$ cat src/rtl/mem_wb_stage.sv
// MEM/WB pipeline register with write-back mux, MEM/WB operand forwarding
// selects and a saturating counter of retired register-writing instructions.
module mem_wb_stage #(
    parameter int CNT_W = 16
) (
    input  logic             clk,
    input  logic             rst,
    input  logic             freeze,
    input  logic             flush,
    input  logic             mem_read_in,
    input  logic             WB_Enable_in,
    input  logic [3:0]       RD_in,
    input  logic [31:0]      ALU_result_in,
    input  logic [31:0]      mem_read_data_in,
    input  logic             fwd_en,
    input  logic [3:0]       src1,
    input  logic [3:0]       src2,
    output logic             WB_Enable,
    output logic [3:0]       WB_Dest,
    output logic [31:0]      WB_Value,
    output logic [1:0]       sel_src1,
    output logic [1:0]       sel_src2,
    output logic [CNT_W-1:0] retire_cnt
);

    logic             valid_q, valid_d;
    logic             mem_read_q, mem_read_d;
    logic             wb_en_q, wb_en_d;
    logic [3:0]       rd_q, rd_d;
    logic [31:0]      alu_q, alu_d;
    logic [31:0]      mdata_q, mdata_d;
    logic [CNT_W-1:0] retire_cnt_q, retire_cnt_d;

    // A held (frozen) instruction must not write until the SRAM releases it.
    assign WB_Enable  = wb_en_q & valid_q & ~freeze;
    assign WB_Dest    = rd_q;
    assign WB_Value   = mem_read_q ? mdata_q : alu_q;
    assign retire_cnt = retire_cnt_q;

    // Newest producer wins; a load still in MEM has no data yet, so it never matches.
    function automatic logic [1:0] fwd_sel(
        input logic       en,
        input logic       mem_wb,
        input logic       mem_ld,
        input logic [3:0] mem_rd,
        input logic       wb_wr,
        input logic [3:0] wb_rd,
        input logic [3:0] src
    );
        logic [1:0] sel;
        sel = 2'b00;
        if (en && mem_wb && !mem_ld && (mem_rd == src)) begin
            sel = 2'b01;
        end else if (en && wb_wr && (wb_rd == src)) begin
            sel = 2'b10;
        end
        return sel;
    endfunction

    always_comb begin
        sel_src1 = fwd_sel(fwd_en, WB_Enable_in, mem_read_in, RD_in, WB_Enable, WB_Dest, src1);
        sel_src2 = fwd_sel(fwd_en, WB_Enable_in, mem_read_in, RD_in, WB_Enable, WB_Dest, src2);
    end

    always_comb begin
        valid_d      = valid_q;
        mem_read_d   = mem_read_q;
        wb_en_d      = wb_en_q;
        rd_d         = rd_q;
        alu_d        = alu_q;
        mdata_d      = mdata_q;
        retire_cnt_d = retire_cnt_q;
        if (!freeze) begin
            if (WB_Enable && (retire_cnt_q != {CNT_W{1'b1}})) begin
                retire_cnt_d = retire_cnt_q + CNT_W'(1);
            end
            // A bubble only clears the control bits; stale data is never used.
            if (flush) begin
                valid_d    = 1'b0;
                mem_read_d = 1'b0;
                wb_en_d    = 1'b0;
            end else begin
                valid_d    = 1'b1;
                mem_read_d = mem_read_in;
                wb_en_d    = WB_Enable_in;
                rd_d       = RD_in;
                alu_d      = ALU_result_in;
                mdata_d    = mem_read_data_in;
            end
        end
    end

    always_ff @(posedge clk) begin
        if (!rst) begin
            valid_q      <= 1'b0;
            mem_read_q   <= 1'b0;
            wb_en_q      <= 1'b0;
            rd_q         <= 4'd0;
            alu_q        <= 32'd0;
            mdata_q      <= 32'd0;
            retire_cnt_q <= '0;
        end else begin
            valid_q      <= valid_d;
            mem_read_q   <= mem_read_d;
            wb_en_q      <= wb_en_d;
            rd_q         <= rd_d;
            alu_q        <= alu_d;
            mdata_q      <= mdata_d;
            retire_cnt_q <= retire_cnt_d;
        end
    end

endmodule

$ cat config.mk
export PLATFORM = sky130hd
export DESIGN_NAME = mem_wb_stage
export DESIGN_NICKNAME = d
export VERILOG_FILES = /design/src/rtl/mem_wb_stage.sv
export SDC_FILE = /design/constraint.sdc
export NUM_CORES = 1
export LEC_CHECK = 0
export CORE_UTILIZATION = 40
export DETAILED_ROUTE_END_ITERATION = 10
export PLACE_DENSITY = 0.79
export SYNTH_ARGS = -nofsm -noshare
export SYNTH_HDL_FRONTEND = slang
export SYNTH_SLANG_ARGS = --single-unit
$ cat constraint.sdc
create_clock -name clk -period 2.37 [get_ports clk]
set_input_delay 0.474 -clock clk [delete_from_list [all_inputs] [get_ports clk]]
set_output_delay 0.474 -clock clk [all_outputs]
set_load 0.03 [all_outputs]
==> reports/metrics.cfg, run 1 <==
[run_status]
status = finished, final reports clean

[die]
start_util_pct = 41.4
rows = 35
dieArea_um2 = 9970
die_w_um = 99.8
num_io_pins = 140
core_um2 = 9240
fp.dieH_um = 99.8

[worst_hold_path]
hp-class = reg2reg
min_path_cells = 2
min_to = alu_q[14]
holdCritStartpoint = alu_q[14]

[clocking]
htree_levels = 3
worstSkewPairLatency_ps = 350
root_buffer = clkbuf_8
cts_sinks = 87
ctsHoldBuffers = 0
clk_path_buf_depth = 2
clk_pin_slew_ps = 90
cts_tree = yes
cts_buffers = 9
cts_setup_buffers = 0

[synthesis]
synthCells = 469
synth_area_leaders = dfxtp_1 (45%), nand2_1 (14%), a21oi_1 (11%)
syn_nets = 553
synth_top_cell_area_share_pct = 45.5
seq_area_frac_synth_pct = 45.5
synth_top_area_cell = dfxtp_1
ys_warn_count = 0
netlist_area_um2 = 3830
dominantRegCellSynth = dfxtp_1
synthArstFlopShare_pct = 0
ys_types = 34
synth_edf_count = 0
ys_ff_latch = 87
synth_area_per_cell_um2 = 8.16

[worst_setup_path]
slowest_stage = clkdlybuf4s50_1
r2r-start = retire_cnt[2]
crit_arrival_ps = 1760
rrSetupSlack_ps = 450
path_max_fanout = 14
criticalPathCategory = in2out
cp.required_ps = 1900
crit_top_cell = buf_4
crit_chain = clkdlybuf4s50_1 -> nand3b_4 -> buf_4 -> inv_2 -> nand2_1 -> nor3_1 -> buf_4
start_kind = input port
ff2ff_path_depth = 4
r2r-end = retire_cnt[15]
cpPeakStageDelay_ps = 420
crit_path_end_kind = output pin

[place]
gp_congestion = 0.905
place_area_um2 = 5390
dpl.hpwl_mm = 7.05
io_buffers = 139

[layout]
drive_gt1_share_pct = 11.6
diodes = 0
syn_to_final_growth_pct = 45.5
final_area_um2 = 5570
num-nets-final = 683

[timing]
period_minus_slack_ps = 2230
setup_violations = 0
hold_violations = 0
grt_setup_unrepaired = false
min_period_over_period_pct = 94.2
fin_hold_ws_ps = 455
skew_ps = 7.80
fin_setup_tns_ps = 0
maxSlewViolCount = 0
tightest_slew_ps = 554
timing.slew.headroom_pct = 62.9
fmax_mhz = 448

[pwr]
peakVddDrop_v = 0.000248
p_leak_nw = 2.13
p_per_area_nw_per_um2 = 567
power_w = 0.00316

[detailed_routing]
drc = 0
routed_wl_mm = 10.1
vias_per_cell = 5.14
ant_nets = 0
vias = 3766
drt_iter0_markers = 116
avgRoutedWirePerCell_um = 13.8
dr.pass1.iters = 5

[grt]
grt_pass1_vias = 3643
antenna_found_initial = 0
grt_pass1_wl_mm = 16.0
grt_max_degree = 85
overflow = 0
grtUsageTotal_pct = 19.9

[flow_run]
drv_cap = 0

## critical path: cells and delay by family
kind,cells,cell delay [ps]
buf+inv,4,880
simple gates,3,410
## flip-flops by register name, summed over array words and instances, names as in the netlist
signal / flops
wb_en_q: 1
mem_read_q: 1
mdata_q: 32
alu_q: 32
retire_cnt: 16
WB_Dest: 4
valid_q: 1
## synthesized netlist by cell type, types with 2 or more instances
cell      number
nand2_1      146
dfxtp_1       87
a21oi_1       83
mux2_2        32
clkbuf_1      28
xnor2_1       16
nand4_1        9
or4_1          9
nor2_1         7
o31ai_1        7
inv_1          4
nand3_1        4
o21ai_0        4
nand2b_1       3
nor3b_1        3
or3_1          3
and4_1         2
buf_1          2
mux2i_1        2
nand3b_1       2
nor3_1         2
or2_2          2
## worst max-delay path by stage
stage,startpoint,endpoint,slack [ps],cells after the start
global route,freeze,sel_src1[1],50,7
global placement,freeze,retire_cnt[15],40,5
finish,freeze,sel_src2[1],140,7
CTS,freeze,sel_src2[1],80,7
detailed placement,freeze,retire_cnt[15],50,5
floorplan,freeze,sel_src1[1],210,4
## report_power, final
| part | switching (W) | total [W] | internal, W | leakage (nW) |
|---|---|---|---|---|
| registers | 0.0000289 | 0.00154 | 0.00152 | 0.709 |
| clock network | 0.000541 | 0.00114 | 0.000599 | 0.112 |
| logic | 0.000230 | 0.000475 | 0.000245 | 1.31 |
| total | 0.000800 | 0.00316 | 0.00236 | 2.13 |
## layer usage
layer	global-route usage [%]	share of wire (%)
met4	10.2	2.9
met1	22.5	43
met3	3.55	5.4
met5	0	0
met2	35.8	49
## cells in the final DEF (no fill, tap or decap), types with 2 or more instances in the layout
cell	instances
nand2_1	146
clkdlybuf4s50_1	102
dfxtp_1	87
a21oi_1	83
mux2_2	32
dlygate4sd2_1	32
xnor2_1	16
buf_4	12
nand4_1	9
or4_1	9
clkbuf_8	9
o31ai_1	7
nor2_1	6
nand3_1	4
o21ai_0	4
buf_12	4
or3_1	3
nand2b_1	3
nor3b_1	3
nand3b_1	2
inv_2	2
nor3_1	2
or2_2	2
and4_1	2
inv_1	2
mux2i_1	2
bufinv_16	2
## metrics by stage
stage	utilization, %	worst slack (ps)	cells
after global routing	60.3	49.9	732
after global placement	58.3	43.6	717
final	60.3	138	732
after CTS	60.3	79.8	732
after floorplan	-	207	469
after detailed placement	58.3	48.3	717
## final cells by class
cell class              instances  area [um^2]
repair buffers                150         1470
well taps                     129          161
inverters                       4         15.0
fillers                       821         3670
clock inverters                 6         93.8
clock buffers                   9          124
multi-input cells             347         1960
flip-flops and latches         87         1740
## repair_timing
action	4_1_cts	5_1_grt
resized for setup	32	1
endpoints found under the setup margin	32	1
pin swaps	0	0
## logic make-up after synthesis
| family | after synthesis | share of synthesized area (%) |
|---|---|---|
| mux | 34 | 9.93 |
| xor+xnor | 16 | 3.66 |
| compound gates | 100 | 14.1 |
| simple gates | 196 | 23.0 |
| fa+ha+maj | 1 | 0.327 |
| flops | 87 | 45.5 |
| buf+inv | 35 | 3.46 |
No activity file was read; power rests on OpenSTA's default activity.
==> inputs of run 2 (changes only) <==
--- a/config.mk
+++ b/config.mk
@@ -5,9 +5,10 @@
 export SDC_FILE = /design/constraint.sdc
 export NUM_CORES = 1
 export LEC_CHECK = 0
-export CORE_UTILIZATION = 40
+export CORE_UTILIZATION = 59
 export DETAILED_ROUTE_END_ITERATION = 10
-export PLACE_DENSITY = 0.79
+export DONT_BUFFER_PORTS = 1
+export PLACE_DENSITY = 0.81
 export SYNTH_ARGS = -nofsm -noshare
 export SYNTH_HDL_FRONTEND = slang
 export SYNTH_SLANG_ARGS = --single-unit
==> constraint.sdc (replaced) <==
create_clock -name clk -period 2.8 [get_ports clk]
set_input_delay 0.56 -clock clk [delete_from_list [all_inputs] [get_ports clk]]
set_output_delay 0.56 -clock clk [all_outputs]
set_load 0.03 [all_outputs]
==> reports/metrics.cfg, run 2 (synthesis results as in run 1) <==
[grt]
grt_pass1_vias = 2895  ; -21%
overflow = 0  ; unchanged
antenna_found_initial = 0  ; unchanged
grt_pass1_wl_mm = 12.3  ; -23%
grtUsageTotal_pct = 23.6  ; +3.7 points
grt_max_degree = 69  ; -19%

[place]
pre_cts_ws_ps = 621  ; +573 ps
dpl.hpwl_mm = 5.70  ; -19%
io_buffers = 0  ; -100%
gp_congestion = 0.825  ; -8.9%

[layout]
final-seq-area_um2 = 1740  ; unchanged
mostFrequentLayoutCells = nand2_1 (146), dfxtp_1 (87), a21oi_1 (83)
final_common_cell = nand2_1
num-nets-final = 544  ; -20%
fillers = 496  ; -40%
syn_to_final_growth_pct = 8.14
multi_input_area_um2 = 1960  ; unchanged
drive_gt1_share_pct = 13.6  ; +2.0 points
diodes = 0  ; unchanged

[timing]
fin_setup_tns_ps = 0  ; unchanged
fin_hold_ws_ps = 346  ; -110 ps
fmax_mhz = 440
hold_violations = 0  ; unchanged
timing.slew.headroom_pct = 56.2  ; -6.7 points
setup_violations = 0  ; unchanged
grt_setup_unrepaired = false
tightest_slew_ps = 657  ; +103 ps
maxSlewViolCount = 0  ; unchanged
period_minus_slack_ps = 2270
skew_ps = 4.22  ; -3.58 ps
fin_ws_ps = 529  ; +391 ps
min_period_over_period_pct = 81.1

[pwr]
sequentialPowerShare_pct = 51.5  ; +2.6 points
p_leak_nw = 1.47  ; -31%
power_frac_clock_pct = 39.5  ; +3.4 points
combPwrFrac_pct = 9.0  ; -6.0 points
peakVddDrop_v = 0.000359  ; +45%
p_int_w = 0.00197  ; -17%
p_per_area_nw_per_um2 = 616  ; +8.6%
power.switching_w = 0.000583  ; -27%
swShare_pct = 22.9  ; -2.4 points

[detailed_routing]
drt_iter0_markers = 111  ; -4.3%
vias = 3191  ; -15%
ant_nets = 0  ; unchanged
dr.pass1.iters = 4  ; -1
drc = 0  ; unchanged
vias_per_cell = 5.93  ; +15%
avgRoutedWirePerCell_um = 15.2  ; +10%
routed_wl_mm = 8.20  ; -19%

[die]
num_io_pins = 140  ; unchanged
rows = 28  ; -20%
dieArea_um2 = 6820  ; -32%
die_w_um = 82.6  ; -17%
core_um2 = 6100  ; -34%
fp.dieH_um = 82.6  ; -17%
start_util_pct = 62.8  ; +21 points

[worst_hold_path]
hp-class = in2reg
holdCritStartpoint = ALU_result_in[30]

[worst_setup_path]
cp.required_ps = 2240  ; +340 ps
criticalPathCategory = reg2out
crit_arrival_ps = 1710  ; -50 ps
path_max_fanout = 15  ; +1
r2r-start = retire_cnt[3]
crit_path_end_kind = output pin
start_kind = flop
cp-startpoint = valid_q

[flow_run]
drv_cap = 0  ; unchanged

[clocking]
ctsHoldBuffers = 0  ; unchanged
root_buffer = clkbuf_8
cts_buffers = 9  ; unchanged
ctsResizeCount = 0  ; -100%
cts_tree = yes
cts_sinks = 87  ; unchanged
clk_pin_slew_ps = 80  ; about the same
cts_setup_buffers = 0  ; unchanged
htree_levels = 3  ; unchanged
clk_path_buf_depth = 2  ; unchanged
worstSkewPairLatency_ps = 340  ; about the same

[run_status]
status = finished, final reports clean

[run 2: cell types whose count changed in the layout (fill, tap and decap cells not counted)]
cell / before / now
buf_4: 12 / 10
inv_6: 1 / 0
clkinv_4: 1 / 0
bufinv_16: 2 / 3
buf_12: 4 / 1
inv_8: 1 / 0
inv_1: 2 / 3
clkdlybuf4s50_1: 102 / 0
clkbuf_8: 9 / 10
inv_2: 2 / 1
dlygate4sd2_1: 32 / 0
[run 2: critical path: stages (launching register included)]
cell and delay (ps):
dfxtp_1 380, nand3b_4 160, inv_1 320, nand2_1 130, nor3_1 190, buf_4 190
[run 2: power by group through the flow]
| stage | Sequential (W) | Combinational (W) | Clock (W) |
|---|---|---|---|
| after floorplan | 0.00134 | 0.000199 | 0 |
| after global placement | 0.00134 | 0.000224 | 0 |
| after detailed placement | 0.00134 | 0.000231 | 0 |
| after CTS | 0.00131 | 0.000231 | 0.00103 |
| after global routing | 0.00132 | 0.000254 | 0.00107 |
| final | 0.00131 | 0.000230 | 0.00101 |
[run 2: stage by stage]
| step | instances | utilization (%) | area [um^2] | total power (W) |
|---|---|---|---|---|
| floorplan | 469 | - | 3830 | 0.00153 |
| global placement | 524 | 64.1 | 3910 | 0.00156 |
| detailed placement | 524 | 64.1 | 3910 | 0.00157 |
| CTS | 538 | 67.9 | 4140 | 0.00258 |
| global route | 538 | 67.9 | 4140 | 0.00264 |
| finish | 538 | 67.9 | 4140 | 0.00255 |
[run 2: metal layers]
| metal | part of all wire (%) | up-vias | GRT usage (%) |
|---|---|---|---|
| met5 | 0 | - | 0 |
| met4 | 1.5 | 0 | 9.48 |
| met3 | 7.6 | 13 | 6.04 |
| met2 | 51 | 112 | 43.7 |
| met1 | 40 | 1480 | 25.5 |
| li1 | - | 1586 | - |
[run 2: worst paths after layout]
kind | cells past startpoint | slack [ps] | to
worst min-delay path | 2 | 350 | alu_q[30]
worst max register to register | 4 | 590 | retire_cnt[15]
worst max-delay path | 5 | 530 | sel_src2[1]
worst min register to register | 2 | 450 | alu_q[11]
[run 2: layout make-up]
class,instances,area share (%)
well taps,75,2.27
inverters,4,0.363
repair buffers,11,2.30
clock inverters,4,2.30
multi-input cells,347,47.4
clock buffers,10,3.32
flip-flops and latches,87,42.1
